$ cat src/rtl/drawing_pkg.sv
// Shared definitions for the cell-drawing datapath and its control FSM.
// Contents:
//   - ST_* state codes decoded by the datapath.
//   - state_e, the FSM state type built on those codes.
//   - Default screen dimensions and the default done-timeout.
package drawing_pkg;

  localparam logic [2:0] ST_IDLE       = 3'd0;
  localparam logic [2:0] ST_MOVE       = 3'd1;
  localparam logic [2:0] ST_WAIT       = 3'd2;
  localparam logic [2:0] ST_CLEAN      = 3'd3;
  localparam logic [2:0] ST_DRAW       = 3'd4;
  localparam logic [2:0] ST_ERASE      = 3'd5;
  localparam logic [2:0] ST_CLEAR_WAIT = 3'd6;
  localparam logic [2:0] ST_CLEAR      = 3'd7;

  typedef enum logic [2:0] {
    S_IDLE       = ST_IDLE,
    S_MOVE       = ST_MOVE,
    S_WAIT       = ST_WAIT,
    S_CLEAN      = ST_CLEAN,
    S_DRAW       = ST_DRAW,
    S_ERASE      = ST_ERASE,
    S_CLEAR_WAIT = ST_CLEAR_WAIT,
    S_CLEAR      = ST_CLEAR
  } state_e;

  localparam int SCREEN_W         = 640;
  localparam int SCREEN_H         = 480;
  // A full-screen clear touches every pixel once, so the watchdog needs headroom above W*H.
  localparam int DONE_TIMEOUT_DEF = 400000;

endpackage

$ cat src/rtl/drawing_control_fsm_sync_edge.sv
// sync_edge: multi-flop synchroniser for one asynchronous level input, with a
// registered-history rising-edge detector on the synchronised level.
// Ports:
//   iClk, iReset : clock, synchronous active-high reset (all flops clear to 0)
//   iAsync       : asynchronous level input
//   oLevel       : synchronised level (last synchroniser stage)
//   oRise        : high for one cycle when oLevel goes 0 -> 1
module sync_edge #(
  parameter int STAGES = 2
) (
  input  logic iClk,
  input  logic iReset,
  input  logic iAsync,
  output logic oLevel,
  output logic oRise
);

  localparam int N = (STAGES < 1) ? 1 : STAGES;

  logic [N-1:0] sync_p;
  logic         prev_p;

  always_ff @(posedge iClk) begin
    if (iReset) begin
      sync_p <= '0;
      prev_p <= 1'b0;
    end else begin
      sync_p[0] <= iAsync;
      for (int i = 1; i < N; i++) begin
        sync_p[i] <= sync_p[i-1];
      end
      prev_p <= sync_p[N-1];
    end
  end

  assign oLevel = sync_p[N-1];
  assign oRise  = sync_p[N-1] & ~prev_p;

endmodule

$ cat src/rtl/drawing_control_fsm.sv
// drawing_control_fsm: sequencing controller for the cell-drawing datapath.
// Ports:
//   iClk, iReset : clock, synchronous active-high reset
//   iDone        : datapath done flag (registered level)
//   iMove        : datapath cell-change flag (registered level)
//   iDrawReq     : async level, paint current cell
//   iEraseReq    : async level, erase current cell
//   iClearReq    : async level, clear-screen button
//   oState       : 3-bit state code to the datapath
//   oBusy        : high whenever oState != IDLE
//   oClearDone   : one-cycle pulse when a CLEAR completes normally
//   oTimeout     : sticky watchdog error, cleared only by reset
module drawing_control_fsm
  import drawing_pkg::*;
#(
  parameter int WAIT_CYCLES  = 2,
  parameter int DONE_TIMEOUT = DONE_TIMEOUT_DEF,
  parameter int IDLE_DWELL   = 2,
  parameter int SYNC_STAGES  = 2
) (
  input  logic       iClk,
  input  logic       iReset,
  input  logic       iDone,
  input  logic       iMove,
  input  logic       iDrawReq,
  input  logic       iEraseReq,
  input  logic       iClearReq,
  output logic [2:0] oState,
  output logic       oBusy,
  output logic       oClearDone,
  output logic       oTimeout
);

  localparam int WAIT_EFF  = (WAIT_CYCLES  < 1) ? 1 : WAIT_CYCLES;
  localparam int DWELL_EFF = (IDLE_DWELL   < 1) ? 1 : IDLE_DWELL;
  localparam int WD_EFF    = (DONE_TIMEOUT < 1) ? 1 : DONE_TIMEOUT;

  localparam int WAIT_W  = $clog2(WAIT_EFF)  + 1;
  localparam int DWELL_W = $clog2(DWELL_EFF) + 1;
  localparam int WD_W    = $clog2(WD_EFF)    + 1;

  localparam logic [WAIT_W-1:0]  WAIT_LAST  = WAIT_W'(WAIT_EFF - 1);
  localparam logic [DWELL_W-1:0] DWELL_LAST = DWELL_W'(DWELL_EFF - 1);
  localparam logic [WD_W-1:0]    WD_LAST    = WD_W'(WD_EFF - 1);

  logic draw_sync, erase_sync, clear_sync;
  logic clear_rise;
  logic draw_rise_unused, erase_rise_unused;

  sync_edge #(.STAGES(SYNC_STAGES)) u_sync_draw (
    .iClk   (iClk),
    .iReset (iReset),
    .iAsync (iDrawReq),
    .oLevel (draw_sync),
    .oRise  (draw_rise_unused)
  );

  sync_edge #(.STAGES(SYNC_STAGES)) u_sync_erase (
    .iClk   (iClk),
    .iReset (iReset),
    .iAsync (iEraseReq),
    .oLevel (erase_sync),
    .oRise  (erase_rise_unused)
  );

  sync_edge #(.STAGES(SYNC_STAGES)) u_sync_clear (
    .iClk   (iClk),
    .iReset (iReset),
    .iAsync (iClearReq),
    .oLevel (clear_sync),
    .oRise  (clear_rise)
  );

  state_e             state, state_nx;
  logic [DWELL_W-1:0] dwell_cnt;
  logic [WAIT_W-1:0]  wait_cnt;
  logic [WD_W-1:0]    wd_cnt;
  logic               pending_clear;
  logic               dwell_done;
  logic               wd_expire;
  logic               timeout_hit;
  logic               clear_fin;
  logic               busy_state;

  assign dwell_done = (dwell_cnt == DWELL_LAST);
  assign busy_state = (state == S_MOVE) || (state == S_CLEAN) || (state == S_DRAW) ||
                      (state == S_ERASE) || (state == S_CLEAR);
  // iDone has priority over the watchdog: a done arriving on the last allowed cycle still counts.
  assign wd_expire  = busy_state && !iDone && (wd_cnt == WD_LAST);

  always_comb begin
    state_nx    = state;
    timeout_hit = 1'b0;
    clear_fin   = 1'b0;
    case (state)
      S_IDLE: begin
        if (dwell_done) begin
          if (pending_clear)   state_nx = S_CLEAR_WAIT;
          else if (iMove)      state_nx = S_MOVE;
          else if (draw_sync)  state_nx = S_DRAW;
          else if (erase_sync) state_nx = S_ERASE;
        end
      end
      S_MOVE: begin
        if (iDone)          state_nx = S_WAIT;
        else if (wd_expire) begin
          state_nx    = S_IDLE;
          timeout_hit = 1'b1;
        end
      end
      S_WAIT: begin
        if (wait_cnt == WAIT_LAST) state_nx = S_CLEAN;
      end
      S_CLEAN, S_DRAW, S_ERASE: begin
        if (iDone)          state_nx = S_IDLE;
        else if (wd_expire) begin
          state_nx    = S_IDLE;
          timeout_hit = 1'b1;
        end
      end
      S_CLEAR_WAIT: begin
        // Waits for button release; on power-up the button is already low.
        if (!clear_sync) state_nx = S_CLEAR;
      end
      S_CLEAR: begin
        if (iDone) begin
          state_nx  = S_IDLE;
          clear_fin = 1'b1;
        end else if (wd_expire) begin
          state_nx    = S_IDLE;
          timeout_hit = 1'b1;
        end
      end
      default: state_nx = S_IDLE;
    endcase
  end

  always_ff @(posedge iClk) begin
    if (iReset) begin
      state         <= S_IDLE;
      oBusy         <= 1'b0;
      oClearDone    <= 1'b0;
      oTimeout      <= 1'b0;
      dwell_cnt     <= '0;
      wait_cnt      <= '0;
      wd_cnt        <= '0;
      pending_clear <= 1'b1;
    end else begin
      state      <= state_nx;
      oBusy      <= (state_nx != S_IDLE);
      oClearDone <= clear_fin;
      if (timeout_hit) oTimeout <= 1'b1;

      if (state_nx != state) begin
        dwell_cnt <= '0;
        wait_cnt  <= '0;
        wd_cnt    <= '0;
      end else begin
        if (state == S_IDLE && !dwell_done) dwell_cnt <= dwell_cnt + 1'b1;
        if (state == S_WAIT)                wait_cnt  <= wait_cnt + 1'b1;
        if (busy_state)                     wd_cnt    <= wd_cnt + 1'b1;
      end

      // A fresh press always wins so it is never lost behind the clear being started.
      if (state_nx == S_CLEAR_WAIT && state != S_CLEAR_WAIT) pending_clear <= 1'b0;
      if (clear_rise)                                        pending_clear <= 1'b1;
    end
  end

  assign oState = state;

endmodule
$ cat config.mk
export PLATFORM = sky130hd
export DESIGN_NAME = drawing_control_fsm
export DESIGN_NICKNAME = d
export VERILOG_FILES = /design/src/rtl/drawing_pkg.sv /design/src/rtl/drawing_control_fsm_sync_edge.sv /design/src/rtl/drawing_control_fsm.sv
export SDC_FILE = /design/constraint.sdc
export NUM_CORES = 1
export LEC_CHECK = 0
export CORE_MARGIN = 1
export CORE_UTILIZATION = 55
export DETAILED_ROUTE_END_ITERATION = 16
export PLACE_DENSITY = 0.84
export SYNTH_ARGS = -nofsm -noshare
export SYNTH_HDL_FRONTEND = slang
export SYNTH_SLANG_ARGS = --single-unit
$ cat constraint.sdc
create_clock -name iClk -period 2.34 [get_ports iClk]
set_input_delay 0.468 -clock iClk [delete_from_list [all_inputs] [get_ports iClk]]
set_output_delay 0.468 -clock iClk [all_outputs]
set_load 0.01 [all_outputs]
; ---- After elaboration in Yosys (flattened, before gate mapping)
; Cells that the tools add are included.
[totals]
ff_bits = 38
inputBits = 7
wordCells = 63
[classes]
mux = 15
n_bitwise = 3
eq_ne = 13
n_reduce_logical = 17
n_addsub = 3
[op_table]
columns = op, count
row1 = 3-bit 2-to-1 mux, 10
row2 = "20-bit by 1-bit adder with 20-bit output, second input constant", 1
row3 = "20-bit by 19-bit equality test with 1-bit output, second input constant", 1
row4 = "3-bit equality test, second input constant", 5
row5 = 3-bit one-hot mux with 5 select lines, 1
row6 = "3-bit by 2-bit equality test with 1-bit output, second input constant", 2
row7 = 2-bit OR reduction, 3
row8 = 5-bit OR reduction, 1
row9 = "2-bit by 1-bit adder with 2-bit output, second input constant", 2
row10 = "2-bit by 1-bit equality test with 1-bit output, second input constant", 2
row11 = 1-bit logical AND, 4
row12 = 1-bit logical OR, 4
row13 = 1-bit 2-to-1 mux, 4
row14 = 4-bit OR reduction, 1
row15 = "3-bit by 1-bit equality test with 1-bit output, second input constant", 1
row16 = 3-bit logical NOT, 1
row17 = 3-bit inequality test, 1
row18 = "3-bit inequality test, second input constant", 1
row19 = 3-bit nonzero test, 1
row20 = 1-bit logical NOT, 2
row21 = 1-bit NOT, 2
row22 = 1-bit bitwise AND, 1

; ---- Logic depth before layout (Yosys ltp)
; Gate-level depths: netlist of run 1.
[logic_depth]
depth_word = 12
mapped_depth = 8
depth_no_buf = 7

; ---- By module
; From an unflattened synthesis of run 1, not the netlist that was laid out.
[hier_totals]
hier_cells = 199
hier_area_um2 = 1985.7
[by_module_without_submodules]
columns = mod, cells_per_inst, n_inst, seq_area_each_um2, area_each_um2
row1 = drawing_control_fsm, 178, 1, 620.6, 1722.9
row2 = sync_edge, 7, 3, 60.1, 87.6

; ---- Worst setup path after synthesis of run 1
; OpenSTA, ideal clock, no wires.
[synth_path]
kind = register to register
startpoint = register wd_cnt[0]
endpoint = register dwell_cnt[1]
setup_time_ns = 0.134
path_slack_ns = 0.800
path_stages_with_launch = 8
arrival_ns = 1.406
cell_sequence = dfxtp_1 ha_1 and4_1 a21boi_4 nand3_2 nand4_2 buf_6 a211oi_2
[synth_via]
elab_chain_len = 7
word_cells_on_any_way = 8
classes_between = eq/ne (2) / mux (4) / reduce/logical (2)
[synth_rtl]
columns = element, line_no
row1 = from (decl), drawing_control_fsm.sv:77  ; logic [WD_W-1:0] wd_cnt;
row2 = from (signal assigned), drawing_control_fsm.sv:161  ; if (busy_state) wd_cnt <= wd_cnt + 1'b1;
row3 = 20-bit by 19-bit equality test with 1-bit output *, drawing_control_fsm.sv:89  ; assign wd_expire = busy_state && !iDone && (wd_cnt == WD_LAST);
row4 = 1-bit logical AND *, drawing_control_fsm.sv:89
row5 = 3-bit 2-to-1 mux *, "drawing_control_fsm.sv:106, drawing_control_fsm.sv:116, drawing_control_fsm.sv:129"
row6 = "3-bit 2-to-1 mux, on equally long branches", "drawing_control_fsm.sv:126, drawing_control_fsm.sv:105"
row7 = 3-bit one-hot mux with 5 select lines *, drawing_control_fsm.sv:95  ; case (state)
row8 = 3-bit inequality test *, drawing_control_fsm.sv:154  ; if (state_nx != state) begin
row9 = 2-bit OR reduction (no source line) *, n/a
row10 = to (signal assigned), drawing_control_fsm.sv:159  ; if (state == S_IDLE && !dwell_done) dwell_cnt <= dwell_cnt + 1'b1;
row11 = to (decl), drawing_control_fsm.sv:75  ; logic [DWELL_W-1:0] dwell_cnt;
; Every way passes the cells marked *; elsewhere a longest branch is shown, timed or not.
; A chain may end at the register's enable or synchronous reset.

; ---- Worst setup path after layout of run 1
[layout_path]
startpoint = register state[2] (netlist: oState[2])
endpoint = output port oState[2]
[layout_lines]
columns = element, line_no
row1 = from (decl), drawing_control_fsm.sv:74  ; state_e state, state_nx;
row2 = from (signal assigned), drawing_control_fsm.sv:149  ; state <= state_nx;
row3 = to (decl), drawing_control_fsm.sv:28  ; output logic [2:0] oState,
; No word-level cell between the ends.

==> flow_metrics.env, run 1 <==
export IMPL_dr_pass1_iters=4
export IMPL_async_reset_ff_share_pct=0
export IMPL_grt_overflow_total=0
export IMPL_syn_inst=191
export IMPL_routedWlPerCell_um=12.02
export IMPL_cts_tree="yes"
export IMPL_irDropWorstVdd_mv=0.5203
export IMPL_cts_resized=0
export IMPL_finalSetupTns_ps=0
export IMPL_slowest_stage="dfxtp_1"
export IMPL_holdBufCountCts=0
export IMPL_nFillCells=272
export IMPL_clk_latency_ps=340
export IMPL_ys_flop_type="dfxtp_1"
export IMPL_layout_setup_ws_ps=259.7
export IMPL_internal_power_uw=1088
export IMPL_rsz0062_at_grt="no"
export IMPL_grt_pass1_wl_um=5451
export IMPL_root_buffer="clkbuf_4"
export IMPL_synth_edf_count=0
export IMPL_hold_path_depth=1
export IMPL_portBuffers=12
export IMPL_startpoint_type="register"
export IMPL_hpwlAfterDp_um=2235
export IMPL_fmax_ghz=0.4807
export IMPL_clk_path_buf_depth=2
export IMPL_critical_path_class="reg2out"
export IMPL_clock_sinks=38
export IMPL_multi_input_area_sq_um=913.4
export IMPL_holdCritPathClass="reg2reg"
export IMPL_hold_viol=0
export IMPL_relSlewSlack_pct=66.85
export IMPL_slew_violations=0
export IMPL_dpl_cell_area_sq_mm=0.001894
export IMPL_rows=20
export IMPL_core_sq_mm=0.003053
export IMPL_path_buf_inv=1
export IMPL_cp_num_cells=1
export IMPL_max_stage_delay_ps=650
export IMPL_cts_setup_buffers=0
export IMPL_min_period_ps=2080
export IMPL_reg2reg_depth=7
export IMPL_grt_max_degree=22
export IMPL_routabilityCongestion=0.8120
export IMPL_arrival_ps=1610
export IMPL_die_h_um=58.54
export IMPL_required_ps=1870
export IMPL_via_count=1333
export IMPL_track_usage_pct=21.05
export IMPL_drt_iter0_drc=50
export IMPL_drive_above_1_share_pct=10.63
export IMPL_clkPwrFrac_pct=21.4
export IMPL_drc=0
export IMPL_power_density_mw_per_mm2=829.9
export IMPL_grt_pass1_vias=1255
export IMPL_worst_pin_slew_ps=496.5
export IMPL_pre_cts_ws_ps=290.2
export IMPL_die_x_um=58.54
export IMPL_antenna_found_initial=0
export IMPL_p_seq_share_pct=49.3
export IMPL_pwr_share_comb_pct=29.3
export IMPL_status="finished, final reports clean"
export IMPL_dieArea_sq_mm=0.003426
export IMPL_power_leakage_uw=0.0006945
export IMPL_final_net_count=216
export IMPL_area_growth_pct=11.17
export IMPL_skew_ps=6.315
export IMPL_final_area_sq_mm=0.001954
export IMPL_yosysUniqueCellTypes=44
export IMPL_crit_family="flip-flops"
export IMPL_drt_wl_total_um=3016
export IMPL_end_kind="output port"
export IMPL_viasPerCell=5.311
export IMPL_diodes=0
export IMPL_start_util_pct=57.58
export IMPL_setup_violations=0
export IMPL_synth_seq_cells=38
export IMPL_io_pins=13
export IMPL_syn_nets=201
export IMPL_power_switching_uw=533.7
export IMPL_postRouteAntennaNets=0
export IMPL_syn_area_per_cell_sq_um=9.204
export IMPL_cp_max_fo=12
export IMPL_crit_chain="clkdlybuf4s50_1"
export IMPL_p_sw_share_pct=32.90
export IMPL_numPlacedInstances=243
export IMPL_cap_violations=0
export IMPL_cts_inserted_buffers=5
export IMPL_finalCritPeriodShare_pct=88.90
export IMPL_htreeDepth=2
export IMPL_synth_seq_area_share_pct=43.27
export IMPL_syn_area_sq_mm=0.001758
export IMPL_clk_pin_slew_ps=100
export IMPL_regArea_sq_um=760.7
export IMPL_synth_warnings=0
export IMPL_layout_cells_non_filler=251
## synth_stat cells, drive strengths merged, types with 2 or more instances
| cell type | number | share of area, % |
|---|---|---|
| dfxtp | 38 | 43 |
| nor2 | 26 | 5.6 |
| nand2 | 17 | 3.8 |
| xor2 | 14 | 7.0 |
| nor2b | 11 | 3.9 |
| nand4 | 9 | 3.6 |
| a21oi | 8 | 2.5 |
| inv | 8 | 1.7 |
| nand3 | 7 | 2.3 |
| xnor2 | 6 | 3.0 |
| and3 | 5 | 1.8 |
| buf | 5 | 2.8 |
| nor3 | 4 | 1.4 |
| o21ai | 4 | 1.1 |
| a211oi | 3 | 1.9 |
| and4 | 3 | 1.5 |
| ha | 3 | 2.1 |
| and2 | 2 | 0.71 |
| nand2b | 2 | 1.1 |
| nor4 | 2 | 1.1 |
| nor4b | 2 | 1.4 |
## per-stage QoR
stage | total power (uW) | utilization [%] | hold slack [ps]
after floorplan | 1199 | - | 413.8
after global placement | 1276 | 62.05 | 416.7
after detailed placement | 1294 | 62.05 | 421.2
after CTS | 1639 | 64.02 | 442.7
after global routing | 1736 | 64.02 | 457.7
final | 1622 | 64.02 | 443.0
## final cells by class
cell class / count / area share, %
multi-input combinational: 139 / 46.74
sequential: 38 / 38.92
timing repair buffer: 14 / 6.914
clock buffer: 7 / 2.817
tap: 44 / 2.817
inverter: 8 / 1.536
clock inverter: 1 / 0.2561
## layout by cell type, fill, tap and decap left out, types with 3 or more instances in the layout
cell             Yosys  layout
xnor2_1              6       6
nand3_1              6       6
nor2_1              26      26
ha_1                 3       3
and4_1               3       3
dfxtp_1             38      38
xor2_1              14      14
clkdlybuf4s50_1      0      12
a21oi_1              7       7
and3_1               5       5
nand4_1              8       8
nor2b_1             11      11
nand2_1             16      16
clkbuf_4             0       5
inv_1                8       8
nor3_1               3       3
## flip-flops by register name, indices dropped and copies added (netlist names)
name / flops
wd_cnt: 20
oState: 3
dwell_cnt: 2
u_sync_clear.sync_p: 2
u_sync_draw.sync_p: 2
u_sync_erase.sync_p: 2
wait_cnt: 2
oBusy: 1
oClearDone: 1
oTimeout: 1
pending_clear: 1
u_sync_clear.prev_p: 1
## final timing paths
check / slack [ps] / startpoint / end
worst min-delay path: 440 / u_sync_clear.sync_p[0]$_SDFF_PP0_ / u_sync_clear.sync_p[1]$_SDFF_PP0_
worst min register to register: 440 / u_sync_clear.sync_p[0]$_SDFF_PP0_ / u_sync_clear.sync_p[1]$_SDFF_PP0_
worst max register to register: 490 / wd_cnt[0]$_SDFFE_PP0N_ / wd_cnt[3]$_SDFFE_PP0N_
worst max-delay path: 260 / oState[2]$_SDFF_PP0_ / oState[2]
## cells by family (layout without fill, tap and decap cells)
kind of cell,count (synthesis),in the layout,synth area share [%]
buffers and inverters,14,30,4.768
flip-flops,38,38,43.27
XOR/XNOR,20,20,9.965
AND/OR/NAND/NOR,93,93,29.32
adder cells (fa/ha/maj),3,3,2.135
AO/OA/AOI/OAI,23,23,10.53
## power groups by stage
stage          logic [uW]  registers [uW]  clock network, uW
2_1_floorplan         419             781                  0
3_3_place_gp          464             812                  0
3_5_place_dp          478             816                  0
4_1_cts               481             800                357
5_1_grt               534             813                389
6_report              475             800                347
## routing by layer
metal  GRT usage (%)  share of wire, %  vias to the layer above
met5               0                 0                        -
met1           25.76                47                      614
met3           6.374               3.9                        6
li1                -                 -                      685
met2           34.65                47                       28
met4           8.503               1.8                        0
No activity file was read; power rests on OpenSTA's default activity.
==> run 2, diff against run 1 <==
Settings changed: ABC_CLOCK_PERIOD_IN_PS set to 2340.
==> results of run 2 <==
Same layout as run 1: the final DEF is identical, and so are final timing and power.
==> run 3, diff against run 2 <==
Settings changed: CORE_MARGIN 1 to 2, PLACE_DENSITY 0.84 to 0.73.
==> run 3 against run 2 <==
Effect of this change:
- sequential share of layout area unchanged
- register-to-register slack got worse by 100 ps
- setup slack got worse by 19 ps
- hold slack improved by 2.6 ps
- wire length increased by 3.6%
- critical path type unchanged
- power increased by 0.63%
- clock power increased by 2%
- clock skew increased by 4.4 ps
- clock-buffer cell count unchanged
- via count decreased by 0.45%
- largest cell class unchanged
- die area increased by 7.0%
==> flow_metrics.env, run 3 (synthesis results as in run 1) <==
export IMPL_grt_max_degree=22
export IMPL_max_stage_delay_ps=650
export IMPL_cp_max_fo=12
export IMPL_clk_path_buf_depth=2
export IMPL_start_util_pct=57.58
export IMPL_finalCritPeriodShare_pct=89.69
export IMPL_antenna_found_initial=0
export IMPL_cts_resized=0
export IMPL_required_ps=1870
export IMPL_portBuffers=12
export IMPL_end_kind="output port"
export IMPL_final_common_cell="dfxtp_1"
export IMPL_crit_family="flip-flops"
export IMPL_crit_chain="clkdlybuf4s50_1"
export IMPL_routedWlPerCell_um=12.45
export IMPL_clkPwrFrac_pct=21.8
export IMPL_cts_setup_buffers=0
export IMPL_hpwlAfterDp_um=2302
export IMPL_p_sw_share_pct=33.27
export IMPL_relSlewSlack_pct=64.55
export IMPL_root_buffer="clkbuf_4"
export IMPL_die_h_um=60.54
export IMPL_holdCritPathClass="reg2reg"
export IMPL_drive_above_1_share_pct=10.63
export IMPL_rr_endpoint="wait_cnt[1]$_SDFFE_PP0P_"
export IMPL_hp_start="u_sync_erase.sync_p[0]$_SDFF_PP0_"
export IMPL_power_leakage_uw=0.0006950
export IMPL_path_buf_inv=1
export IMPL_skew_ps=10.69
export IMPL_slew_violations=0
export IMPL_critical_path_class="reg2out"
export IMPL_drt_iter0_drc=52
export IMPL_postRouteAntennaNets=0
export IMPL_largest_register_ffs=20
export IMPL_p_seq_share_pct=48.4
export IMPL_power_switching_uw=543.0
export IMPL_drc=0
export IMPL_reg2reg_depth=6
export IMPL_htreeDepth=2
export IMPL_slowest_stage="dfxtp_1"
export IMPL_routabilityCongestion=0.8067
export IMPL_clk_latency_ps=350
export IMPL_hold_viol=0
export IMPL_min_period_ps=2099
export IMPL_pwr_share_comb_pct=29.8
export IMPL_dr_pass1_iters=4
export IMPL_track_usage_pct=20.48
export IMPL_cts_inserted_buffers=5
export IMPL_cap_violations=0
export IMPL_status="finished, final reports clean"
export IMPL_area_growth_pct=11.17
export IMPL_holdWs_ps=445.6
export IMPL_drt_wl_total_um=3124
export IMPL_grt_overflow_total=0
export IMPL_final_net_count=216
export IMPL_die_x_um=60.54
export IMPL_irDropWorstVdd_mv=0.5142
export IMPL_internal_power_uw=1089
export IMPL_hold_path_depth=1
export IMPL_diodes=0
export IMPL_grt_pass1_wl_um=5554
export IMPL_clock_sinks=38
export IMPL_core_sq_mm=0.003053
export IMPL_reg2reg_slack_ps=390
export IMPL_finalSetupTns_ps=0
export IMPL_fmax_ghz=0.4765
export IMPL_arrival_ps=1630
export IMPL_rows=20
export IMPL_via_count=1327
export IMPL_viasPerCell=5.287
export IMPL_clk_pin_slew_ps=110
export IMPL_grt_pass1_vias=1260
export IMPL_rsz0062_at_grt="no"
export IMPL_setup_violations=0
export IMPL_regMostFlops="wd_cnt"
export IMPL_r2r_start="wd_cnt[0]$_SDFFE_PP0N_"
export IMPL_dieArea_sq_mm=0.003664
export IMPL_startpoint_type="register"
export IMPL_io_pins=13
export IMPL_final_cell_mix="dfxtp_1, nor2_1, nand2_1"
export IMPL_whs_endpoint="u_sync_erase.sync_p[1]$_SDFF_PP0_"
export IMPL_cts_tree="yes"
export IMPL_worst_pin_slew_ps=530.5
export IMPL_holdBufCountCts=0
export IMPL_power_density_mw_per_mm2=835.1
run 3: cell counts in the layout (fill, tap and decap cells not counted):
No cell type changed its count.
run 3: worst reg2reg max path: cells and delay by family (launching register included):
kind | cells | cell delay [ps]
fa+ha+maj | 1 | 250
simple gates | 3 | 770
compound gates | 2 | 490
flops | 1 | 370
run 3: power groups by stage:
stage	clock, uW	sequential (uW)	combinational [uW]
2_1_floorplan	0	781	419
3_3_place_gp	0	800	476
4_1_cts	364	789	490
5_1_grt	393	800	541
3_5_place_dp	0	804	487
6_report	355	791	486
run 3: layout make-up:
type	instances	area, sq um
fillers	273	1099
multi-input cells	139	913.4
flip-flops and latches	38	760.7
repair buffers	14	135.1
clock buffers	7	55.05
well taps	44	55.05
inverters	8	30.03
clock inverters	1	5.005
run 3: worst max path at each step:
stage | slack, ps | depth (start not counted) | endpoint | start
2_1_floorplan | 800 | 7 | dwell_cnt[1]$_SDFFE_PP0P_ | wd_cnt[0]$_SDFFE_PP0N_
3_3_place_gp | 170 | 6 | wait_cnt[1]$_SDFFE_PP0P_ | iDone
3_5_place_dp | 90 | 6 | wait_cnt[1]$_SDFFE_PP0P_ | iDone
4_1_cts | 240 | 1 | oState[2] | oState[2]$_SDFF_PP0_
5_1_grt | 150 | 1 | oState[2] | oState[2]$_SDFF_PP0_
6_report | 240 | 1 | oState[2] | oState[2]$_SDFF_PP0_
run 3: through the flow:
stage               setup slack [ps]  std cells  utilization, %  cell area (sq um)  power (uW)
floorplan                      800.4        191               -               1758        1199
global placement               170.0        243           62.05               1894        1276
detailed placement             91.57        243           62.05               1894        1291
CTS                            241.3        251           64.02               1954        1643
global route                   153.2        251           64.02               1954        1735
finish                         241.2        251           64.02               1954        1632
run 3: routing by layer:
| layer | GRT usage, % | routed length [um] | share of wire, % | vias up |
|---|---|---|---|---|
| met4 | 8.075 | 55 | 1.8 | 0 |
| li1 | - | - | - | 679 |
| met5 | 0 | 0 | 0 | - |
| met1 | 25.93 | 1487 | 48 | 623 |
| met2 | 32.30 | 1465 | 47 | 19 |
| met3 | 7.036 | 115 | 3.7 | 6 |
